## src/rtl/axi_pkg.sv

```systemverilog
// Shared AXI4-Lite write arbiter definitions: response codes, FSM encoding, index width helper.
package axi_pkg;

  localparam logic [1:0] AXI_RESP_OKAY   = 2'b00;
  localparam logic [1:0] AXI_RESP_SLVERR = 2'b10;

  typedef enum logic [1:0] {
    IDLE  = 2'b00,
    GRANT = 2'b01,
    RESP  = 2'b10
  } arb_state_t;

  // A single master still needs a 1-bit index to keep vectors legal.
  function automatic int idx_w(input int n);
    return (n > 1) ? $clog2(n) : 1;
  endfunction

endpackage

```

## src/rtl/rr_arbiter.sv

```systemverilog
// Combinational requester pick: round-robin from ptr, or lowest index when
// AXI_WARB_FIXED_PRIO_EN is defined.
module rr_arbiter #(
  parameter int N  = 2,
  parameter int IW = 1
) (
  input  logic [N-1:0]  req,
  input  logic [IW-1:0] ptr,
  output logic [N-1:0]  gnt,
  output logic [IW-1:0] idx,
  output logic          any_req
);

  logic [IW-1:0] cand;

`ifdef AXI_WARB_FIXED_PRIO_EN
  logic unused_ptr;
  assign unused_ptr = ^ptr;

  // Walk from the top down so the lowest requesting index is the last writer.
  always_comb begin
    gnt     = '0;
    idx     = '0;
    any_req = 1'b0;
    cand    = '0;
    for (int i = N - 1; i >= 0; i--) begin
      cand = IW'(i);
      if (req[cand]) begin
        gnt       = '0;
        gnt[cand] = 1'b1;
        idx       = cand;
        any_req   = 1'b1;
      end
    end
  end
`else
  always_comb begin
    gnt     = '0;
    idx     = '0;
    any_req = 1'b0;
    cand    = '0;
    for (int k = 0; k < N; k++) begin
      cand = IW'((int'(ptr) + k) % N);
      if (!any_req && req[cand]) begin
        any_req   = 1'b1;
        idx       = cand;
        gnt[cand] = 1'b1;
      end
    end
  end
`endif

endmodule

```

## src/rtl/axi_write_arbiter.sv

```systemverilog
// Shares one AXI4-Lite write slave among NUM_MASTERS masters; a grant is held from AW/W until B returns.
// Define AXI_WARB_FIXED_PRIO_EN for fixed lowest-index priority instead of round-robin.
module axi_write_arbiter
  import axi_pkg::*;
#(
  parameter int NUM_MASTERS = 2,
  parameter int ADDR_W      = 32,
  parameter int DATA_W      = 32
) (
  input  logic                            ACLK,
  input  logic                            ARESET,
  input  logic [NUM_MASTERS*ADDR_W-1:0]   S_AWADDR,
  input  logic [NUM_MASTERS-1:0]          S_AWVALID,
  output logic [NUM_MASTERS-1:0]          S_AWREADY,
  input  logic [NUM_MASTERS*DATA_W-1:0]   S_WDATA,
  input  logic [NUM_MASTERS*DATA_W/8-1:0] S_WSTRB,
  input  logic [NUM_MASTERS-1:0]          S_WVALID,
  output logic [NUM_MASTERS-1:0]          S_WREADY,
  output logic [NUM_MASTERS*2-1:0]        S_BRESP,
  output logic [NUM_MASTERS-1:0]          S_BVALID,
  input  logic [NUM_MASTERS-1:0]          S_BREADY,
  output logic [ADDR_W-1:0]               M_AWADDR,
  output logic                            M_AWVALID,
  input  logic                            M_AWREADY,
  output logic [DATA_W-1:0]               M_WDATA,
  output logic [DATA_W/8-1:0]             M_WSTRB,
  output logic                            M_WVALID,
  input  logic                            M_WREADY,
  input  logic [1:0]                      M_BRESP,
  input  logic                            M_BVALID,
  output logic                            M_BREADY
);

  localparam int IW = idx_w(NUM_MASTERS);
  localparam int SW = DATA_W / 8;

  arb_state_t             state, state_n;
  logic [IW-1:0]          grant_idx, grant_n, rr_ptr, ptr_n, win_idx;
  logic                   aw_done, aw_done_n, w_done, w_done_n;
  logic                   any_req, aw_hs, w_hs;
  logic [NUM_MASTERS-1:0] unused_win_gnt;

  logic [ADDR_W-1:0] aw_addr [NUM_MASTERS];
  logic [DATA_W-1:0] w_data  [NUM_MASTERS];
  logic [SW-1:0]     w_strb  [NUM_MASTERS];

  for (genvar i = 0; i < NUM_MASTERS; i++) begin : g_unpack
    assign aw_addr[i] = S_AWADDR[i*ADDR_W +: ADDR_W];
    assign w_data[i]  = S_WDATA[i*DATA_W +: DATA_W];
    assign w_strb[i]  = S_WSTRB[i*SW +: SW];
  end

  rr_arbiter #(.N(NUM_MASTERS), .IW(IW)) u_arb (
    .req     (S_AWVALID),
    .ptr     (rr_ptr),
    .gnt     (unused_win_gnt),
    .idx     (win_idx),
    .any_req (any_req)
  );

  always_ff @(posedge ACLK or negedge ARESET) begin
    if (!ARESET) begin
      state     <= IDLE;
      grant_idx <= '0;
      rr_ptr    <= '0;
      aw_done   <= 1'b0;
      w_done    <= 1'b0;
    end else begin
      state     <= state_n;
      grant_idx <= grant_n;
      rr_ptr    <= ptr_n;
      aw_done   <= aw_done_n;
      w_done    <= w_done_n;
    end
  end

  always_comb begin
    state_n   = state;
    grant_n   = grant_idx;
    ptr_n     = rr_ptr;
    aw_done_n = aw_done;
    w_done_n  = w_done;
    aw_hs     = 1'b0;
    w_hs      = 1'b0;
    S_AWREADY = '0;
    S_WREADY  = '0;
    S_BVALID  = '0;
    S_BRESP   = {NUM_MASTERS{AXI_RESP_OKAY}};
    M_AWADDR  = '0;
    M_AWVALID = 1'b0;
    M_WDATA   = '0;
    M_WSTRB   = '0;
    M_WVALID  = 1'b0;
    M_BREADY  = 1'b0;
    case (state)
      IDLE: begin
        if (any_req) begin
          grant_n = win_idx;
          state_n = GRANT;
        end
      end
      GRANT: begin
        M_AWADDR  = aw_addr[grant_idx];
        M_AWVALID = S_AWVALID[grant_idx] & ~aw_done;
        M_WDATA   = w_data[grant_idx];
        M_WSTRB   = w_strb[grant_idx];
        M_WVALID  = S_WVALID[grant_idx] & ~w_done;
        for (int i = 0; i < NUM_MASTERS; i++) begin
          if (grant_idx == IW'(i)) begin
            S_AWREADY[i] = M_AWREADY & ~aw_done;
            S_WREADY[i]  = M_WREADY & ~w_done;
          end
        end
        aw_hs = M_AWVALID & M_AWREADY;
        w_hs  = M_WVALID & M_WREADY;
        // The completing handshake counts, so AW and W may finish in either order or together.
        if ((aw_done | aw_hs) && (w_done | w_hs)) begin
          state_n   = RESP;
          aw_done_n = 1'b0;
          w_done_n  = 1'b0;
        end else begin
          aw_done_n = aw_done | aw_hs;
          w_done_n  = w_done | w_hs;
        end
      end
      RESP: begin
        M_BREADY = S_BREADY[grant_idx];
        for (int i = 0; i < NUM_MASTERS; i++) begin
          if (grant_idx == IW'(i)) begin
            S_BVALID[i]      = M_BVALID;
            S_BRESP[i*2 +: 2] = M_BRESP;
          end
        end
        if (M_BVALID && M_BREADY) begin
          state_n = IDLE;
`ifdef AXI_WARB_FIXED_PRIO_EN
          ptr_n = rr_ptr;
`else
          ptr_n = (grant_idx == IW'(NUM_MASTERS - 1)) ? '0 : grant_idx + 1'b1;
`endif
        end
      end
      default: state_n = IDLE;
    endcase
  end

endmodule

```

## config.mk

```make
export PLATFORM = sky130hd
export DESIGN_NAME = axi_write_arbiter
export DESIGN_NICKNAME = d
export VERILOG_FILES = /design/src/rtl/axi_pkg.sv /design/src/rtl/rr_arbiter.sv /design/src/rtl/axi_write_arbiter.sv
export SDC_FILE = /design/constraint.sdc
export NUM_CORES = 1
export LEC_CHECK = 0
export BUFFER_PORTS_ARGS = -buffer_cell sky130_fd_sc_hd__buf_4
export CAP_MARGIN = 10
export CORE_AREA = 2 2 88 90
export CTS_BUF_LIST = sky130_fd_sc_hd__clkbuf_8 sky130_fd_sc_hd__clkbuf_16
export DETAILED_ROUTE_END_ITERATION = 10
export DIE_AREA = 0 0 90 92
export GPL_TIMING_DRIVEN = 0
export PLACE_DENSITY = 0.69
export SLEW_MARGIN = 10
export SYNTH_ARGS = -nofsm -noshare
export SYNTH_HDL_FRONTEND = slang
export SYNTH_SLANG_ARGS = --single-unit
export TNS_END_PERCENT = 100
```

## constraint.sdc

```tcl
create_clock -name ACLK -period 1.51 [get_ports ACLK]
set_input_delay 0.151 -clock ACLK [delete_from_list [all_inputs] [get_ports ACLK]]
set_output_delay 0.151 -clock ACLK [all_outputs]
set_load 0.02 [all_outputs]
```

==> results.yml <==
status:
  status: "finished, violations left"
  failed_checks: "negative setup slack"
sta:
  rsz0062_at_grt: "yes"
  fin_skew_ns: 0.001221
  timing.fmax_mhz: 638.8
  period_minus_slack_ns: 1.565
  min_period_over_period_pct: 103.7
  setup_slack_ns: -0.05540
  hold_violations: 0
  drv_slew: 0
  finalSetupTns_ns: -0.7147
  holdWs_ns: 0.1373
  worstMarginPinSlew_ns: 0.3166
  finalSetupViolations: 41
  relSlewSlack_pct: 78.90
clock_network:
  cts_tree: "yes"
  ctsHtreeMaxLevel: 1
  clock_latency_ns: 0.22
  clk_path_buf_depth: 2
  cts_root_buffer: "clkbuf_8"
  clk_transition_reported_paths_ns: 0.03
  cts_buffers: 3
  cts_sinks: 6
die:
  fp.dieW_um: 90
  dieArea_sq_um: 8280
  initial_utilization_pct: 19.62
  io_pins: 230
  num_rows: 32
  core_region_area_sq_um: 7447
  fp.dieH_um: 92
grt:
  grt_pass1_wl_um: 11320
  grt_pass1_vias: 2413
  grt-ovfl-total: 0
  grt_max_degree: 11
  grt_usage_pct: 16.25
  antenna_found_initial: 0
synthesis:
  synth.distinct_cells: 29
  syn_inst: 201
  yosysMostFrequentCell: "nor2_1"
  synth_edf_count: 0
  dominantRegCellSynth: "dfrtp_1"
  syn_nets: 350
  syn_avg_cell_area_sq_um: 7.271
  ys_ff_latch: 6
  netlist_top_cells_count: "72 x nor2_1, 69 x mux2i_1, 14 x buf_2"
  synth.area.top_cells: "mux2i_1 47%, nor2_1 18%, dfrtp_1 10%, buf_2 4.8%, nor3b_1 2.1%"
  syn_area_sq_um: 1461
  synth.largest_area_cell: "mux2i_1"
  synth.top_cell.area_share_pct: 47.26
  yosysWarningCount: 0
  seq_area_frac_synth_pct: 10.27
  async_reset_ff_share_pct: 100.0
critical_path:
  r2r_slack_ns: 0.08
  worstReg2RegEnd: "aw_done"
  r2r-start: "state[1]"
  crit_end: "M_WDATA[7]"
  crit_type: "register to primary output"
  cp-end-kind: "primary output"
  rr_worst_depth: 6
  critPathMaxFanout: 10
  crit_path_start: "grant_idx"
  crit_required_ns: 1.36
  startpoint_type: "register"
  arrival_ns: 1.41
placed_design:
  hpwl_um: 6000
  port_buffers: 229
  gp_congestion: 0.7535
  dpl_cell_area_sq_um: 3308
routing:
  ant_nets: 0
  drt_iter0_drc: 46
  drtPass1Iterations: 5
  vias_per_cell: 4.426
  wl_per_cell_um: 13.55
  drc_errors: 0
  vias: 2399
  drt_wl_total_um: 7345
cells_and_area:
  multi_input_area_sq_um: 1315
  drive_gt1_share_pct: 63.86
  area_growth_pct: 150.4
  stdcell_area_sq_um: 3660
  antennaDiodeCount: 0
  nFillCells: 741
  regArea_sq_um: 152.6
  fin_nets: 591
hold_path:
  min_path_type: "input pin to register"
power_and_ir_drop:
  p_comb_share_pct: 91.3
  clkPwrFrac_pct: 3.5
  seq_power_share_pct: 5.2
  power.density_nw_per_um2: 1805
  internal_power_uw: 3324
  ir_worst_vdd_v: 0.0009261
  leakagePower_uw: 0.002100
  switching_share_pct: 49.69
  switching_power_uw: 3282
job:
  max_cap_violations: 0
## stage by stage
stage	util (%)	power (uW)	setup WS (ns)	cells
6_report	49.14	6606	-0.05540	542
3_5_place_dp	44.42	5596	-0.01682	532
2_1_floorplan	-	3498	-0.1299	201
4_1_cts	47.75	6396	-0.05549	541
5_1_grt	49.14	7004	-0.1244	542
3_3_place_gp	44.42	5551	-0.02173	532
## repair_timing
action	4_1_cts	5_1_grt
pin swaps	1	3
gates cloned	1	0
gates resized for setup	44	25
endpoints found under the setup margin	80	76
hold buffers	1	0
endpoints found under the hold margin	6	0
setup buffers	4	1
## placed cells by master, fill, tap and decap left out, types with 2 or more instances in the layout
cell type	instances
buf_4	233
nor2_1	71
mux2i_1	60
buf_6	14
mux2i_2	9
dfrtp_1	4
and3_1	3
nor3b_2	3
a21oi_1	3
a31oi_1	3
clkbuf_8	3
buf_12	2
buf_8	2
nor4b_4	2
nand2_1	2
and4b_1	2
inv_1	2
o21ai_0	2
dfrtp_2	2
## cell type report
cell class / count / area share (%)
tap: 102 / 3.487
sequential: 6 / 4.171
multi-input combinational: 175 / 35.93
timing repair buffer: 236 / 48.89
clock buffer: 3 / 1.128
buffer: 17 / 6.085
inverter: 3 / 0.3077
## registers in the layout, summed over array words and instances (netlist names)
| register | flops |
|---|---|
| aw_done | 1 |
| rr_ptr | 1 |
| w_done | 1 |
| state | 2 |
| grant_idx | 1 |
## worst max-delay path, stage by stage (launching register included)
cell and delay [ns]:
dfrtp_1 0.38, buf_12 0.17, buf_6 0.18, mux2i_1 0.23, nor2_1 0.06, buf_4 0.15
## how the worst min path moves through the flow
| stage | startpoint | end | slack (ns) | depth (start not counted) |
|---|---|---|---|---|
| finish | S_AWVALID[0] | grant_idx | 0.14 | 2 |
| CTS | S_AWVALID[0] | grant_idx | 0.13 | 2 |
| global placement | ARESET | w_done | -0.04 | 1 |
| detailed placement | ARESET | w_done | -0.04 | 1 |
| global route | S_AWVALID[0] | grant_idx | 0.15 | 2 |
| floorplan | ARESET | aw_done | -0.14 | 0 |
## layer usage
layer  GRT usage [%]  up-vias  part of all wire (%)
met4           3.846        0                   1.0
li1                -     1177                     -
met2           29.82      131                    53
met3           5.177        8                   8.8
met1           18.26     1083                    38
met5               0        -                     0
## power groups by stage
| stage | combinational, uW | clock (uW) | sequential, uW |
|---|---|---|---|
| floorplan | 3210 | 0 | 283 |
| global placement | 5250 | 0 | 305 |
| detailed placement | 5290 | 0 | 309 |
| CTS | 5820 | 240 | 331 |
| global route | 6400 | 248 | 353 |
| finish | 6030 | 234 | 340 |
## logic make-up (layout without fill, tap and decap cells)
logic type / count (synthesis) / in the layout / share of synthesized area [%]
mux: 71 / 71 / 49.06
compound gates: 13 / 13 / 5.907
buf+inv: 20 / 259 / 6.850
flops: 6 / 6 / 10.27
simple gates: 91 / 91 / 27.91
Note: power is estimated with default switching activity, not from simulation.
